<file path="config.mk">
export PLATFORM = sky130hd
export DESIGN_NAME = field_line_clear
export DESIGN_NICKNAME = d
export VERILOG_FILES = /design/src/rtl/field_pkg.sv /design/src/rtl/field_row_select.sv /design/src/rtl/field_line_clear.sv
export SDC_FILE = /design/constraint.sdc
export NUM_CORES = 2
export LEC_CHECK = 0
export BUFFER_PORTS_ARGS = -buffer_cell sky130_fd_sc_hd__buf_2
export CORE_AREA = 2 2 317 319
export CTS_BUF_LIST = sky130_fd_sc_hd__clkbuf_8
export CTS_CLUSTER_SIZE = 28
export DETAILED_ROUTE_END_ITERATION = 16
export DIE_AREA = 0 0 319 321
export HOLD_SLACK_MARGIN = 0.05
export RECOVER_POWER = 50
export SYNTH_ARGS = -nofsm -noshare
export SYNTH_HDL_FRONTEND = slang
export SYNTH_SLANG_ARGS = --single-unit
</file>
<file path="constraint.sdc">
create_clock -name clk -period 6.4 [get_ports clk]
set_clock_uncertainty 0.05 [all_clocks]
set_input_delay 0 -clock clk [delete_from_list [all_inputs] [get_ports clk]]
set_output_delay 0 -clock clk [all_outputs]
set_load 0.1 [all_outputs]
</file>
<file path="src/rtl/field_pkg.sv">
// Shared constants for the line-clear engine: field geometry, FSM encoding and score table.
package field_pkg;

  localparam int FIELD_W    = 20;
  localparam int FIELD_H    = 20;
  localparam int FIELD_BITS = FIELD_W * FIELD_H;
  localparam int CNT_W      = 5;
  localparam int ROW_W      = $clog2(FIELD_H);

  typedef logic [1:0] state_t;
  localparam state_t ST_IDLE  = 2'd0;
  localparam state_t ST_SCAN  = 2'd1;
  localparam state_t ST_SHIFT = 2'd2;
  localparam state_t ST_DONE  = 2'd3;

  localparam logic [15:0] SCORE_1 = 16'd40;
  localparam logic [15:0] SCORE_2 = 16'd100;
  localparam logic [15:0] SCORE_3 = 16'd300;
  localparam logic [15:0] SCORE_4 = 16'd1200;

  // Adds the award for k cleared rows, saturating at 16'hFFFF.
  function automatic logic [15:0] score_add(input logic [15:0] cur, input logic [CNT_W-1:0] k);
    logic [15:0] inc;
    logic [16:0] sum;
    case (k)
      CNT_W'(0): inc = 16'd0;
      CNT_W'(1): inc = SCORE_1;
      CNT_W'(2): inc = SCORE_2;
      CNT_W'(3): inc = SCORE_3;
      default:   inc = SCORE_4;
    endcase
    sum = {1'b0, cur} + {1'b0, inc};
    return sum[16] ? 16'hFFFF : sum[15:0];
  endfunction

endpackage

</file>
<file path="src/rtl/field_row_select.sv">
// Combinational row picker: returns row r of the field and whether every cell in it is set.
module field_row_select
  import field_pkg::*;
(
  input  logic [FIELD_BITS-1:0] field,
  input  logic [ROW_W-1:0]      r,
  output logic [FIELD_W-1:0]    row_bits,
  output logic                  row_full
);

  always_comb begin
    // NOTE: default first so no path leaves row_bits unassigned (no latch).
    row_bits = '0;
    for (int y = 0; y < FIELD_H; y++) begin
      if (r == ROW_W'(y)) row_bits = field[y*FIELD_W +: FIELD_W];
    end
    row_full = &row_bits;
  end

endmodule

</file>
<file path="src/rtl/field_line_clear.sv">
// Row-serial line-clear engine: scans bottom-up, removes full rows, returns compacted field.
// Optional score output enabled by defining FIELD_LINE_CLEAR_SCORE_EN.
module field_line_clear
  import field_pkg::*;
(
  input  logic                  clk,
  input  logic                  rst,
  input  logic                  start,
  input  logic [FIELD_BITS-1:0] field_in,
  output logic                  busy,
  output logic                  done,
  output logic [FIELD_BITS-1:0] field_out,
  output logic [CNT_W-1:0]      lines_cleared
`ifdef FIELD_LINE_CLEAR_SCORE_EN
  ,
  output logic [15:0]           score
`endif
);

  state_t                state_q, state_d;
  logic [FIELD_BITS-1:0] work_q, work_d;
  logic [ROW_W-1:0]      r_q, r_d;
  logic [CNT_W-1:0]      count_q, count_d;
  logic [FIELD_BITS-1:0] field_out_q, field_out_d;
  logic [CNT_W-1:0]      lines_q, lines_d;
  logic [FIELD_W-1:0]    row_bits;
  logic                  row_full;
  logic                  finish;

  field_row_select u_row_select (
    .field    (work_q),
    .r        (r_q),
    .row_bits (row_bits),
    .row_full (row_full)
  );

  assign finish = (state_q == ST_SCAN) && !row_full && (r_q == '0);

  always_ff @(posedge clk) begin
    // NOTE: synchronous reset; every register, work field included, clears so an abort leaves no stale data.
    if (rst) state_q <= ST_IDLE;
    else     state_q <= state_d;
  end

  always_comb begin
    state_d = state_q;
    case (state_q)
      ST_IDLE:  if (start) state_d = ST_SCAN;
      ST_SCAN:  if (row_full) state_d = ST_SHIFT;
                else if (r_q == '0) state_d = ST_DONE;
      ST_SHIFT: state_d = ST_SCAN;
      ST_DONE:  state_d = ST_IDLE;
      default:  state_d = ST_IDLE;
    endcase
  end

  always_comb begin
    busy = (state_q == ST_SCAN) || (state_q == ST_SHIFT);
    done = (state_q == ST_DONE);
  end

  always_comb begin
    work_d      = work_q;
    r_d         = r_q;
    count_d     = count_q;
    field_out_d = field_out_q;
    lines_d     = lines_q;
    if (state_q == ST_IDLE && start) begin
      work_d  = field_in;
      r_d     = ROW_W'(FIELD_H - 1);
      count_d = '0;
    end
    if (state_q == ST_SCAN && !row_full && r_q != '0) r_d = r_q - ROW_W'(1);
    if (state_q == ST_SHIFT) begin
      // Rows at or above r drop by one; row 0 always refills with zeros.
      work_d[0 +: FIELD_W] = '0;
      for (int y = 1; y < FIELD_H; y++) begin
        if (ROW_W'(y) <= r_q) work_d[y*FIELD_W +: FIELD_W] = work_q[(y-1)*FIELD_W +: FIELD_W];
      end
      count_d = count_q + CNT_W'(1);
    end
    if (finish) begin
      field_out_d = work_q;
      lines_d     = count_q;
    end
  end

  always_ff @(posedge clk) begin
    // NOTE: non-blocking assignments for all state so every flop samples pre-edge values.
    if (rst) begin
      work_q      <= '0;
      r_q         <= ROW_W'(FIELD_H - 1);
      count_q     <= '0;
      field_out_q <= '0;
      lines_q     <= '0;
    end else begin
      work_q      <= work_d;
      r_q         <= r_d;
      count_q     <= count_d;
      field_out_q <= field_out_d;
      lines_q     <= lines_d;
    end
  end

  assign field_out     = field_out_q;
  assign lines_cleared = lines_q;

`ifdef FIELD_LINE_CLEAR_SCORE_EN
  logic [15:0] score_q, score_d;

  always_comb begin
    score_d = score_q;
    if (finish) score_d = score_add(score_q, count_q);
  end

  always_ff @(posedge clk) begin
    if (rst) score_q <= '0;
    else     score_q <= score_d;
  end

  assign score = score_q;
`endif

endmodule

</file>
==> impl_metrics.ini <==
[placement]
dp_hpwl_um = 122000
post-place-ws_ps = 531
dpl_cell_area_um2 = 40600
placedCellCount = 6093
gp_congestion = 0.922
port_buffers = 809

[floorplan]
die_h_um = 321
die_w_um = 319
start_util_pct = 36.0
num_rows = 116
dieArea_um2 = 102000
pin_count = 810
fp.coreArea_um2 = 99300

[worst_setup_path]
worst_setup_path_end_kind = register
cp-endpoint = field_out[18]$_SDFFE_PP0P_
r2r_start = r_q[0]$_SDFFE_PP1P_
rr_worst_depth = 15
crit_path_start = r_q[0]$_SDFFE_PP1P_
max_stage_delay_ps = 1030
path_delay_family = compound AO/OA/AOI/OAI gates
crit_fanout = 139
path_buf_inv = 4
crit_type = register to register
path_cells = inv_1 -> ha_1 -> buf_4 -> inv_1 -> o311ai_0 -> nand4_1 -> a21oi_1 -> nor3_1 -> o21a_1 -> o2111ai_1 -> o31ai_4 -> nor2_4 -> buf_12 -> mux2i_1 -> nor2_1
crit_arrival_ps = 6830
critPathMostFrequentCell = inv_1
worst_path_max_delay_cell = o311ai_0
rrSetupSlack_ps = 220
cp.depth = 15
reg2reg_to = field_out[18]$_SDFFE_PP0P_
worst_setup_path_start_kind = register
critPathRequiredTime_ps = 7050

[timing]
fin_hold_ws_ps = 221
finalSetupViolations = 0
fin_ws_ps = 217
timing.fmax_mhz = 162
relSlewSlack_pct = -196
worstMarginPinSlew_ps = 4430
hold_viol = 0
finalSetupTns_ps = 0
layout_min_cycle_time_ps = 6180
finalMaxSlewViolations = 614
rsz0062_at_grt = false
fin_crit_sh_pct = 96.6

[clocking]
cts_sinks = 817
clk_pin_slew_ps = 60
tritoncts = done
clk_latency_ps = 870
cts-root-buf = clkbuf_8
post-cts-setup-buffers = 0
ctsLongestPathBuffers = 3
h-tree-depth = 4
cts_buffers = 143

[grt]
grt_pass1_vias = 40476
grt_pass1_wl_um = 263000
grt_overflow_total = 0
antenna_found_initial = 13
grt_max_degree = 222
grtUsageTotal_pct = 33.9

[route]
drc_errors = 0
antenna_left = 0
avgViaCountPerCell = 5.62
num_vias = 41245
dr.pass1.iters = 9
routed_wl_um = 181000
drtIter0Drc = 4465
wl_per_cell_um = 24.7

[power_and_ir_drop]
power_leakage_nw = 20.4
peakVddDrop_mv = 0.267
power_density_nw_per_um2 = 321

[worst_hold_path]
hold_path.class = primary input to register
min_from = rst

[final_layout]
final_cell_mix = dlygate4sd3_1, nand2_1, nor2_1, dfxtp_1, clkbuf_1
layout.cells.non_filler = 7343
syn2layout_area_growth_pct = 47.9
final_area_um2 = 52800
layout-drive-gt1-share_pct = 11.8
final_common_cell = dlygate4sd3_1
nNetsFinal = 6337

[logic_synthesis]
async_flop_share_pct = 0
synth_area_um2 = 35700
synth_cells = 4282
synth_edf_count = 0
synth_nets = 4695
synth_cell_types = 83
synthFlopType = dfxtp_1
synth-warning-count = 0
syn_area_per_cell_um2 = 8.34
synth-seq-cells = 817
ys_seq_area_share_pct = 45.8

[job]
drv_cap = 7

[status]
outcome = finished, violations left
violations = max-capacitance violations, max-slew violations
-- stage by stage --
stage	power, mW	utilization, %
final	16.9	53.2
after floorplan	8.99	-
after detailed placement	11.0	40.9
after global routing	17.6	53.2
after CTS	16.7	53.7
after global placement	11.0	40.9
-- registers in the layout (all words and copies together) (netlist names) --
register,count
field_out,400
r_q,5
count_q,5
lines_cleared,5
work_q,400
state_q,2
-- tightest hold or removal path, cell delays in order --
cell and delay [ps]:
dlygate4sd3_1 580, buf_8 320, nor2_1 170
-- how the worst min path moves through the flow --
stage / to / slack (ps) / cells after the start
after floorplan: work_q[0]$_SDFFE_PP0P_ / 90 / 2
after global placement: work_q[5]$_SDFFE_PP0P_ / 200 / 3
after detailed placement: work_q[5]$_SDFFE_PP0P_ / 200 / 3
after CTS: field_out[66]$_SDFFE_PP0P_ / 140 / 3
after global routing: field_out[66]$_SDFFE_PP0P_ / 210 / 3
final: field_out[66]$_SDFFE_PP0P_ / 220 / 3
-- metal layers --
metal / GRT usage, % / routed length [um]
met2: 55.2 / 83600
met1: 41.7 / 71900
met4: 20.6 / 12300
met5: 0 / 37
met3: 6.14 / 13400
-- power by group --
| part | total, mW | internal [mW] | switching [mW] |
|---|---|---|---|
| logic | 4.49 | 1.92 | 2.57 |
| clock network | 4.90 | 2.56 | 2.34 |
| registers | 7.55 | 5.89 | 1.66 |
-- cells by family after synthesis --
group	synth area share, %
buf+inv	4.52
mux	11.4
compound gates	16.1
flops	45.8
fa+ha+maj	0.350
simple gates	21.8
-- synth_stat cells, types with 9 or more instances --
cell type,number,share of area [%]
a211oi_1,10,0.21
a21o_1,9,0.19
a21oi_1,73,1.0
a221o_1,9,0.25
a221oi_1,17,0.42
a22oi_1,14,0.29
a311oi_1,381,9.3
a32oi_1,16,0.39
buf_1,11,0.12
buf_2,36,0.50
buf_4,37,0.78
clkbuf_1,284,3.0
dfxtp_1,817,46
ha_1,10,0.35
inv_1,10,0.11
mux2i_1,406,11
nand2_1,890,9.4
nand3_1,36,0.50
nand4_1,20,0.35
nor2_1,865,9.1
nor3_1,38,0.53
o2111ai_1,9,0.22
o211ai_1,17,0.36
o21ai_0,66,0.92
o21ai_1,15,0.21
o221ai_1,9,0.22
o22ai_1,11,0.19
or3_1,9,0.16
-- layout make-up --
class                   count  area, um^2
repair buffers           1866       14000
fillers                  9208       46500
diodes                     11        27.5
well taps                1298        1620
clock inverters            85         520
inverters                  12        45.0
multi-input cells        3084       17900
clock buffers             170        2340
flip-flops and latches    817       16400
-- what timing repair did --
item                                   4_1_cts  5_1_grt
endpoints found under the hold margin      649        0
setup endpoints to repair                    0        1
hold buffers                               984        0
resized for setup                            0        1
No activity file was read; power rests on OpenSTA's default activity.
